## src/rtl/calc_btn_cond.sv

```systemverilog
`default_nettype none
// ============================================================================
// Module   : calc_btn_cond
// Brief    : Basys3 push-button conditioner: 2-FF sync + debounce FSM per
//            button, plus a one-cycle execute pulse on each debounced btnd press.
// Revision : 1.0 - initial release
// ============================================================================
module calc_btn_cond #(
  parameter int DEBOUNCE_CYCLES = 1_000_000,
  parameter int CNT_W           = 20
) (
  input  logic clk,
  input  logic rst,
  input  logic btnc_raw,
  input  logic btnl_raw,
  input  logic btnr_raw,
  input  logic btnd_raw,
  output logic btnc,
  output logic btnl,
  output logic btnr,
  output logic btnd_db,
  output logic exec_pulse
);

  typedef enum logic [1:0] {
    ST_LOW  = 2'd0,
    ST_RISE = 2'd1,
    ST_HIGH = 2'd2,
    ST_FALL = 2'd3
  } state_t;

  localparam logic [CNT_W-1:0] CNT_LAST = CNT_W'(DEBOUNCE_CYCLES - 1);
  localparam logic [CNT_W-1:0] CNT_ONE  = CNT_W'(1);

  // Bit order shared by all vectors: [3]=c, [2]=l, [1]=r, [0]=d.
  logic [3:0] raw;
  logic [3:0] sync1;
  logic [3:0] sync2;
  logic [3:0] db;
  logic [3:0] db_nx;
  logic       exec_q;

  assign raw = {btnc_raw, btnl_raw, btnr_raw, btnd_raw};

  always_ff @(posedge clk) begin
    if (rst) begin
      sync1 <= '0;
      sync2 <= '0;
    end else begin
      sync1 <= raw;
      sync2 <= sync1;
    end
  end

  for (genvar i = 0; i < 4; i++) begin : g_btn
    state_t           state;
    state_t           state_nx;
    logic [CNT_W-1:0] cnt;
    logic [CNT_W-1:0] cnt_nx;
    logic             out_q;

    always_ff @(posedge clk) begin
      if (rst) begin
        state <= ST_LOW;
        cnt   <= '0;
        out_q <= 1'b0;
      end else begin
        state <= state_nx;
        cnt   <= cnt_nx;
        out_q <= db_nx[i];
      end
    end

    always_comb begin
      state_nx = state;
      cnt_nx   = '0;
      case (state)
        ST_LOW: begin
          if (sync2[i]) begin
            state_nx = ST_RISE;
            cnt_nx   = CNT_ONE;
          end
        end
        ST_RISE: begin
          if (!sync2[i]) begin
            state_nx = ST_LOW;
          end else if (cnt == CNT_LAST) begin
            state_nx = ST_HIGH;
          end else begin
            cnt_nx = cnt + CNT_ONE;
          end
        end
        ST_HIGH: begin
          if (!sync2[i]) begin
            state_nx = ST_FALL;
            cnt_nx   = CNT_ONE;
          end
        end
        ST_FALL: begin
          if (sync2[i]) begin
            state_nx = ST_HIGH;
          end else if (cnt == CNT_LAST) begin
            state_nx = ST_LOW;
          end else begin
            cnt_nx = cnt + CNT_ONE;
          end
        end
        default: state_nx = ST_LOW;
      endcase
    end

    // Output registered from the next state so it moves on the same edge as the FSM.
    assign db_nx[i] = (state_nx == ST_HIGH) || (state_nx == ST_FALL);
    assign db[i]    = out_q;
  end

  always_ff @(posedge clk) begin
    if (rst) begin
      exec_q <= 1'b0;
    end else begin
      exec_q <= db_nx[0] & ~db[0];
    end
  end

  assign btnc       = db[3];
  assign btnl       = db[2];
  assign btnr       = db[1];
  assign btnd_db    = db[0];
  assign exec_pulse = exec_q;

endmodule
`default_nettype wire
```

## config.mk

```make
export PLATFORM = sky130hd
export DESIGN_NAME = calc_btn_cond
export DESIGN_NICKNAME = d
export VERILOG_FILES = /design/src/rtl/calc_btn_cond.sv
export SDC_FILE = /design/constraint.sdc
export NUM_CORES = 1
export LEC_CHECK = 0
export ABC_AREA = 1
export CORE_ASPECT_RATIO = 1.4
export CORE_MARGIN = 2
export CORE_UTILIZATION = 35
export CTS_BUF_LIST = sky130_fd_sc_hd__clkbuf_8
export CTS_CLUSTER_DIAMETER = 80
export DETAILED_ROUTE_END_ITERATION = 12
export GPL_ROUTABILITY_DRIVEN = 0
export MAX_ROUTING_LAYER = met4
export PLACE_DENSITY = 0.61
export SLEW_MARGIN = 20
export SYNTH_ARGS = -nofsm -noshare
export SYNTH_HDL_FRONTEND = slang
export SYNTH_SLANG_ARGS = --single-unit
```

## constraint.sdc

```tcl
create_clock -name clk -period 1.4 [get_ports clk]
set_input_delay 0.28 -clock clk [delete_from_list [all_inputs] [get_ports clk]]
set_output_delay 0.28 -clock clk [all_outputs]
set_load 0.005 [all_outputs]
```

==> flow_metrics.py, run 1 <==
metrics = {
    "outcome": {
        "status": "complete, but fails checks",
        "violations": "setup timing",
    },
    "sta": {
        "finalHoldViolations": 0,
        "worst_slew_pin_slew_ns": 0.305,
        "min_period_ns": 1.41,
        "relSlewSlack": 0.796,
        "rsz0062_at_grt": "yes",
        "fin_skew_ns": 0.0140,
        "post-route-period-util": 1.01,
        "max_freq_ghz": 0.707,
        "setup_viol": 1,
        "worst_slack_ns": -0.0135,
        "maxSlewViolCount": 0,
    },
    "die": {
        "num_io_pins": 11,
        "die_h_um": 144,
        "start_util": 0.355,
        "row_count": 51,
        "die_w_um": 104,
        "coreArea_um2": 13800,
        "die-area_um2": 15000,
    },
    "drt": {
        "vias_per_cell": 4.51,
        "vias": 4409,
        "drt_iter0_drc": 136,
        "drc_errors": 0,
        "ant_nets": 0,
        "dr.pass1.iters": 4,
        "routedWlPerCell_um": 10.9,
        "drt-total-wl_um": 10700,
    },
    "clock_network": {
        "clkTransAtPathRegs_ns": 0.10,
        "cts_tree": "yes",
        "clk_path_buf_depth": 2,
        "cts_buffers": 9,
        "hold_buffers": 0,
        "worstSkewPairLatency_ns": 0.37,
        "cts-root-buf": "clkbuf_8",
        "clock_sinks": 101,
        "htreeDepth": 3,
    },
    "power": {
        "powerDensity_nw_per_um2": 778,
        "p_total_mw": 5.17,
        "p_leak_nw": 2.59,
        "ir_drop_mv": 0.461,
    },
    "setup_path": {
        "max_stage_delay_ns": 0.37,
        "crit_type": "register to register",
        "r2r_cells": 9,
        "reg2reg_from": "g_btn[3].cnt[0]",
        "rrSetupSlack_ns": -0.01,
        "cp-end-kind": "register",
        "cp_max_fo": 2,
        "rr_endpoint": "g_btn[3].cnt[12]",
        "critical-path-slowest-cell": "dfxtp_2",
        "worstPathRequired_ns": 1.67,
        "arrival_ns": 1.68,
        "start_kind": "register",
        "path_cells": "ha_4 > nand2_4 > nor2_4 > buf_6 > nand3_4 > nor2_4 > buf_6 > xor2_1 > nor2_1",
    },
    "yosys": {
        "yosys.area_share.simple": 0.405,
        "synth_cell_types": 33,
        "synth_fa_ha_area_frac": 0.0102,
        "ys_ff_latch": 101,
        "synth_area_um2": 4900,
        "yosysTopAreaCell": "dfxtp_1",
        "synth_top_family_by_area": "simple AND/OR/NAND/NOR gates",
        "synth_compound_area_frac": 0.0271,
        "synth_seq_area_share": 0.413,
        "synth_top_area_share": 0.413,
        "muxShareOfSynthArea": 0,
        "synth_edf_count": 0,
        "yosysWarningCount": 0,
        "synthArstFlopShare": 0,
        "ys.flop_type": "dfxtp_1",
        "synthTopCellsByArea": "dfxtp_1 41%, nor2_1 11%, nand2_1 9.0%",
        "avgSynthCellArea_um2": 7.22,
        "synth_fp_nets": 688,
        "synth_xor_area_frac": 0.0554,
        "synth_cells": 678,
    },
    "cells_and_area": {
        "fin_util": 0.483,
        "design_area_um2": 6650,
        "area_delta_synth_final_pct": 35.8,
        "post_route_cells_drive_above_1_share": 0.320,
        "n_fill_cell": 1374,
        "num_antenna_cells": 0,
        "finalNetCount": 798,
    },
    "worst_hold_path": {
        "hp-start": "rst",
        "hold_path_class": "primary input to register",
        "min_path_cells": 2,
        "hold-path-endpoint": "sync1[1]",
    },
    "global_routing": {
        "grt_max_degree": 17,
        "grt_pass1_wl_um": 18200,
        "grt.overflow.total": 0,
        "antenna_found_initial": 0,
        "track_usage": 0.151,
        "grt_pass1_vias": 4259,
    },
    "placement": {
        "place_area_um2": 5800,
        "hpwl_um": 7630,
        "portBuffers": 10,
    },
    "flow_run": {
        "drv_cap": 0,
    },
}
==> cells in the final DEF, fill, tap and decap left out, types with 12 or more instances in the layout <==
cell type / instances
nand2_2: 15
nor2_4: 22
a21oi_1: 16
dfxtp_1: 78
buf_4: 83
nor3_2: 12
nor2_2: 16
dfxtp_2: 22
nor3_1: 24
inv_2: 12
nand2_1: 104
nand4_1: 24
inv_1: 90
nor2_1: 127
xor2_1: 24
nand3_1: 26
==> power by group <==
group	switching [mW]	total (mW)	internal, mW
clock network	1.02	2.21	1.18
registers	0.0113	2.90	2.89
logic	0.0340	0.0713	0.0373
total	1.07	5.17	4.11
==> cell families after synthesis <==
| logic type | Yosys count |
|---|---|
| buffers and inverters | 107 |
| adders and majority gates | 4 |
| and+or+nand+nor | 411 |
| xor gates and xnor gates | 31 |
| AOI/OAI and AO/OA | 24 |
| DFF | 101 |
==> critical path: cells and delay by family, from the launching register on <==
kind,cells,cell delay (ns)
xor+xnor,1,0.14
flops,1,0.37
buf+inv,2,0.23
simple gates,5,0.41
fa+ha+maj,1,0.15
==> how the worst max path moves through the flow <==
| stage | start | endpoint | slack [ns] | depth (start not counted) |
|---|---|---|---|---|
| after floorplan | g_btn[0].cnt[0] | g_btn[0].cnt[18] | 0.01 | 7 |
| after global placement | rst | g_btn[3].cnt[19] | -0.36 | 8 |
| after detailed placement | rst | g_btn[3].cnt[17] | -0.40 | 8 |
| after CTS | g_btn[0].cnt[1] | g_btn[0].cnt[18] | -0.0004 | 7 |
| after global routing | g_btn[3].cnt[0] | g_btn[3].cnt[12] | -0.08 | 9 |
| final | g_btn[3].cnt[0] | g_btn[3].cnt[12] | -0.01 | 9 |
==> cell usage after synthesis, types with 2 or more instances <==
library cell / count
nor2_1: 145
nand2_1: 117
dfxtp_1: 101
inv_1: 94
nand3_1: 34
nor3_1: 32
nand4_1: 24
xor2_1: 24
a21oi_1: 16
nand2_2: 12
nor2_2: 12
nor3_2: 9
nor2_4: 8
inv_2: 7
xnor2_1: 7
nand3_2: 5
ha_1: 4
nor3b_2: 4
buf_6: 3
o21ai_1: 3
buf_4: 2
nand3b_1: 2
nor3_4: 2
o21ai_0: 2
==> cell type report <==
class,count,area [µm²],area share
tap,185,231,0.0348
multi-input combinational,470,2860,0.429
inverter,102,390,0.0587
clock inverter,7,114,0.0171
timing repair buffer,104,883,0.133
sequential,101,2050,0.309
clock buffer,9,124,0.0186
==> metrics by stage <==
step           setup slack, ns  hold slack, ns  std cells   TNS (ns)
3_5_place_dp            -0.397           0.396        950     -20.40
5_1_grt                -0.0830           0.267        978      -1.57
6_report               -0.0135           0.267        978    -0.0135
2_1_floorplan           0.0131           0.387        678          0
3_3_place_gp            -0.361           0.392        950     -18.59
4_1_cts              -0.000442           0.400        971  -0.000442
==> state kept, by name, summed over array words and instances (netlist names) <==
name / count
exec_pulse: 1
g_btn.state: 8
g_btn.cnt: 80
btnr: 1
btnc: 1
btnd_db: 1
sync1: 4
sync2: 4
btnl: 1
==> metal layers <==
layer,up-vias,wire (µm),global-route usage
li1,2348,-,-
met1,2014,4590,0.160
met2,35,5720,0.281
met3,12,192,0.0320
met4,0,176,0.0498
met5,-,0,-
==> repair_timing <==
item                                    in CTS  in global routing
cloned                                       0                  2
resized for setup                           37                102
pin swaps                                   13                 40
endpoints found under the hold margin        0                  0
setup buffers                                6                  5
endpoints found under the setup margin      81                 78
Note: power is estimated with default switching activity, not from simulation.
==> inputs of run 2 (changes only) <==
- CORE_UTILIZATION: 35 -> 30
- CTS_CLUSTER_SIZE: not set -> 8
- PLACE_DENSITY: 0.61 -> 0.55
==> run 2 against run 1 <==
  * The run still ends with setup timing left
  * Register-to-register slack about the same
  * Final area increased by 4.3%
  * Wire length rose by 5.6%
  * Worst hold slack gained 0.14 ns
  * Utilization decreased by 5.2 points
  * Sequential share of layout area down 1.1 points
  * Maximum frequency is 0.70% higher
  * Critical path depth increased by 1
  * Sequential power about the same
  * Via count is 1.3% higher
  * Die area is 16% higher
  * Sequential cell count stayed put
  * Largest power group unchanged
==> flow_metrics.py, run 2 (synthesis results as in run 1) <==
metrics = {
    "outcome": {
        "status": "complete, but fails checks",
        "violations": "setup timing",
    },
    "global_routing": {
        "antenna_found_initial": 0,
        "track_usage": 0.136,
        "grt.overflow.total": 0,
        "grt_pass1_wl_um": 19000,
        "grt_max_degree": 18,
        "grt_pass1_vias": 4431,
    },
    "cells_and_area": {
        "final-instance-count-excl-fill": 1012,
        "multi_input_area_um2": 2980,
        "n_fill_cell": 1677,
        "area_delta_synth_final_pct": 41.6,
        "finalNetCount": 818,
        "reg.largest.list": "g_btn.cnt: 80 flops, g_btn.state: 8 flops",
        "final_common_cell": "nor2_1",
        "design_area_um2": 6940,
        "seqCellArea_um2": 2070,
        "num_antenna_cells": 0,
        "post_route_cells_drive_above_1_share": 0.378,
        "layout_common_cells": "114 x nor2_1, 96 x nand2_1, 95 x buf_4, 89 x inv_1, 72 x dfxtp_1",
        "top_register": "g_btn.cnt",
        "largest_reg_flops": 80,
    },
    "setup_path": {
        "crit_buf_inv": 2,
        "worstPathRequired_ns": 1.71,
        "path_cells": "ha_4 > nand2_4 > nor2_4 > inv_2 > nor2_4 > buf_6 > nand3_4 > nand2_2 > nand2_2 > nor2_4",
        "r2r_cells": 10,
        "cp-endpoint": "btnl",
        "rr_endpoint": "btnl",
        "arrival_ns": 1.72,
        "cp_max_fo": 3,
        "rrSetupSlack_ns": -0.004,
        "cpMostUsedCell": "nor2_4",
        "critical-path-slowest-cell": "dfxtp_2",
        "crit_start": "g_btn[2].cnt[1]",
        "reg2reg_from": "g_btn[2].cnt[1]",
        "start_kind": "register",
        "cp-end-kind": "register",
        "max_stage_delay_ns": 0.37,
        "crit_family": "simple AND/OR/NAND/NOR gates",
        "crit_type": "register to register",
        "worst-path-stages": 10,
    },
    "clock_network": {
        "worstSkewPairLatency_ns": 0.37,
        "clock_sinks": 101,
        "clk_path_buf_depth": 2,
        "cts_buffers": 9,
        "cts_tree": "yes",
        "hold_buffers": 0,
        "clkTransAtPathRegs_ns": 0.10,
        "htreeDepth": 3,
        "cts-root-buf": "clkbuf_8",
    },
    "power": {
        "p_leak_nw": 2.69,
        "p_total_mw": 4.75,
        "powerDensity_nw_per_um2": 685,
        "ir_drop_mv": 0.424,
    },
    "sta": {
        "relSlewSlack": 0.711,
        "tns_ns": -0.00372,
        "min_period_ns": 1.40,
        "worst_slack_ns": -0.00372,
        "setup_viol": 1,
        "finalHoldViolations": 0,
        "max_freq_ghz": 0.712,
        "fin_skew_ns": 0.0106,
        "rsz0062_at_grt": "yes",
        "post-route-period-util": 1.00,
        "maxSlewViolCount": 0,
        "worst_slew_pin_slew_ns": 0.430,
    },
    "die": {
        "num_io_pins": 11,
        "coreArea_um2": 16100,
        "die-area_um2": 17400,
        "row_count": 55,
        "start_util": 0.304,
        "die_h_um": 155,
        "die_w_um": 112,
    },
    "placement": {
        "place_inst": 970,
        "portBuffers": 10,
        "place_area_um2": 5860,
        "hpwl_um": 8150,
    },
    "drt": {
        "drt_iter0_drc": 74,
        "drc_errors": 0,
        "routedWlPerCell_um": 11.1,
        "dr.pass1.iters": 4,
        "ant_nets": 0,
        "drt-total-wl_um": 11300,
        "vias": 4468,
        "vias_per_cell": 4.42,
    },
    "worst_hold_path": {
        "hold_path_class": "primary input to register",
    },
    "flow_run": {
        "drv_cap": 0,
    },
}
==> run 2: metrics by stage <==
step,setup slack (ns),utilization,hold slack (ns)
CTS,-0.0353,0.395,0.382
global placement,-0.345,0.364,0.391
global route,-0.120,0.431,0.416
finish,-0.00372,0.431,0.407
floorplan,0.0131,-,0.387
detailed placement,-0.361,0.364,0.400
==> run 2: worst min-delay path by stage <==
| stage | startpoint | endpoint | slack, ns | cells after the start |
|---|---|---|---|---|
| 6_report | btnd_raw | sync1[0] | 0.41 | 3 |
| 5_1_grt | btnr_raw | sync1[1] | 0.42 | 3 |
| 4_1_cts | btnd_raw | sync1[0] | 0.38 | 3 |
| 3_5_place_dp | sync1[1] | sync2[1] | 0.40 | 2 |
| 3_3_place_gp | sync1[0] | sync2[0] | 0.39 | 2 |
| 2_1_floorplan | btnd_raw | sync1[0] | 0.39 | 2 |
==> run 2: where the power goes <==
part           internal, mW  leakage, nW  switching [mW]
Sequential             2.88        0.831          0.0122
Clock                 0.706       0.0907            1.07
Combinational        0.0390         1.77          0.0363
==> run 2: worst register-to-register path, stage by stage (launching register included) <==
cell	delay, ns
dfxtp_2	0.37
ha_4	0.15
nand2_4	0.05
nor2_4	0.12
inv_2	0.06
nor2_4	0.12
buf_6	0.13
nand3_4	0.09
nand2_2	0.08
nand2_2	0.07
nor2_4	0.11
==> run 2: area by class of cell <==
cell class	instances	share of cell area
Timing Repair Buffer	124	0.152
Tap cell	199	0.0359
Clock buffer	10	0.0198
Inverter	102	0.0581
Clock inverter	6	0.00649
Sequential cell	101	0.298
Multi-Input combinational cell	470	0.430
==> run 2: metal layers <==
layer / global-route usage / vias up / wire [µm]
met4: 0.0563 / 0 / 245
met3: 0.0210 / 17 / 194
met2: 0.250 / 38 / 6030
met1: 0.146 / 2028 / 4810
met5: - / - / 0
li1: - / 2385 / -
==> run 2: timing repair <==
action | CTS | global route
endpoints found under the setup margin | 84 | 81
cloned | 1 | 0
resized for setup | 68 | 131
pin swaps | 22 | 64
buffers inserted | 7 | 18
==> inputs of run 3 (changes only) <==
- GPL_ROUTABILITY_DRIVEN: 0 -> not set
==> results of run 3 <==
Final layout, timing and power as in run 2 (identical DEF).
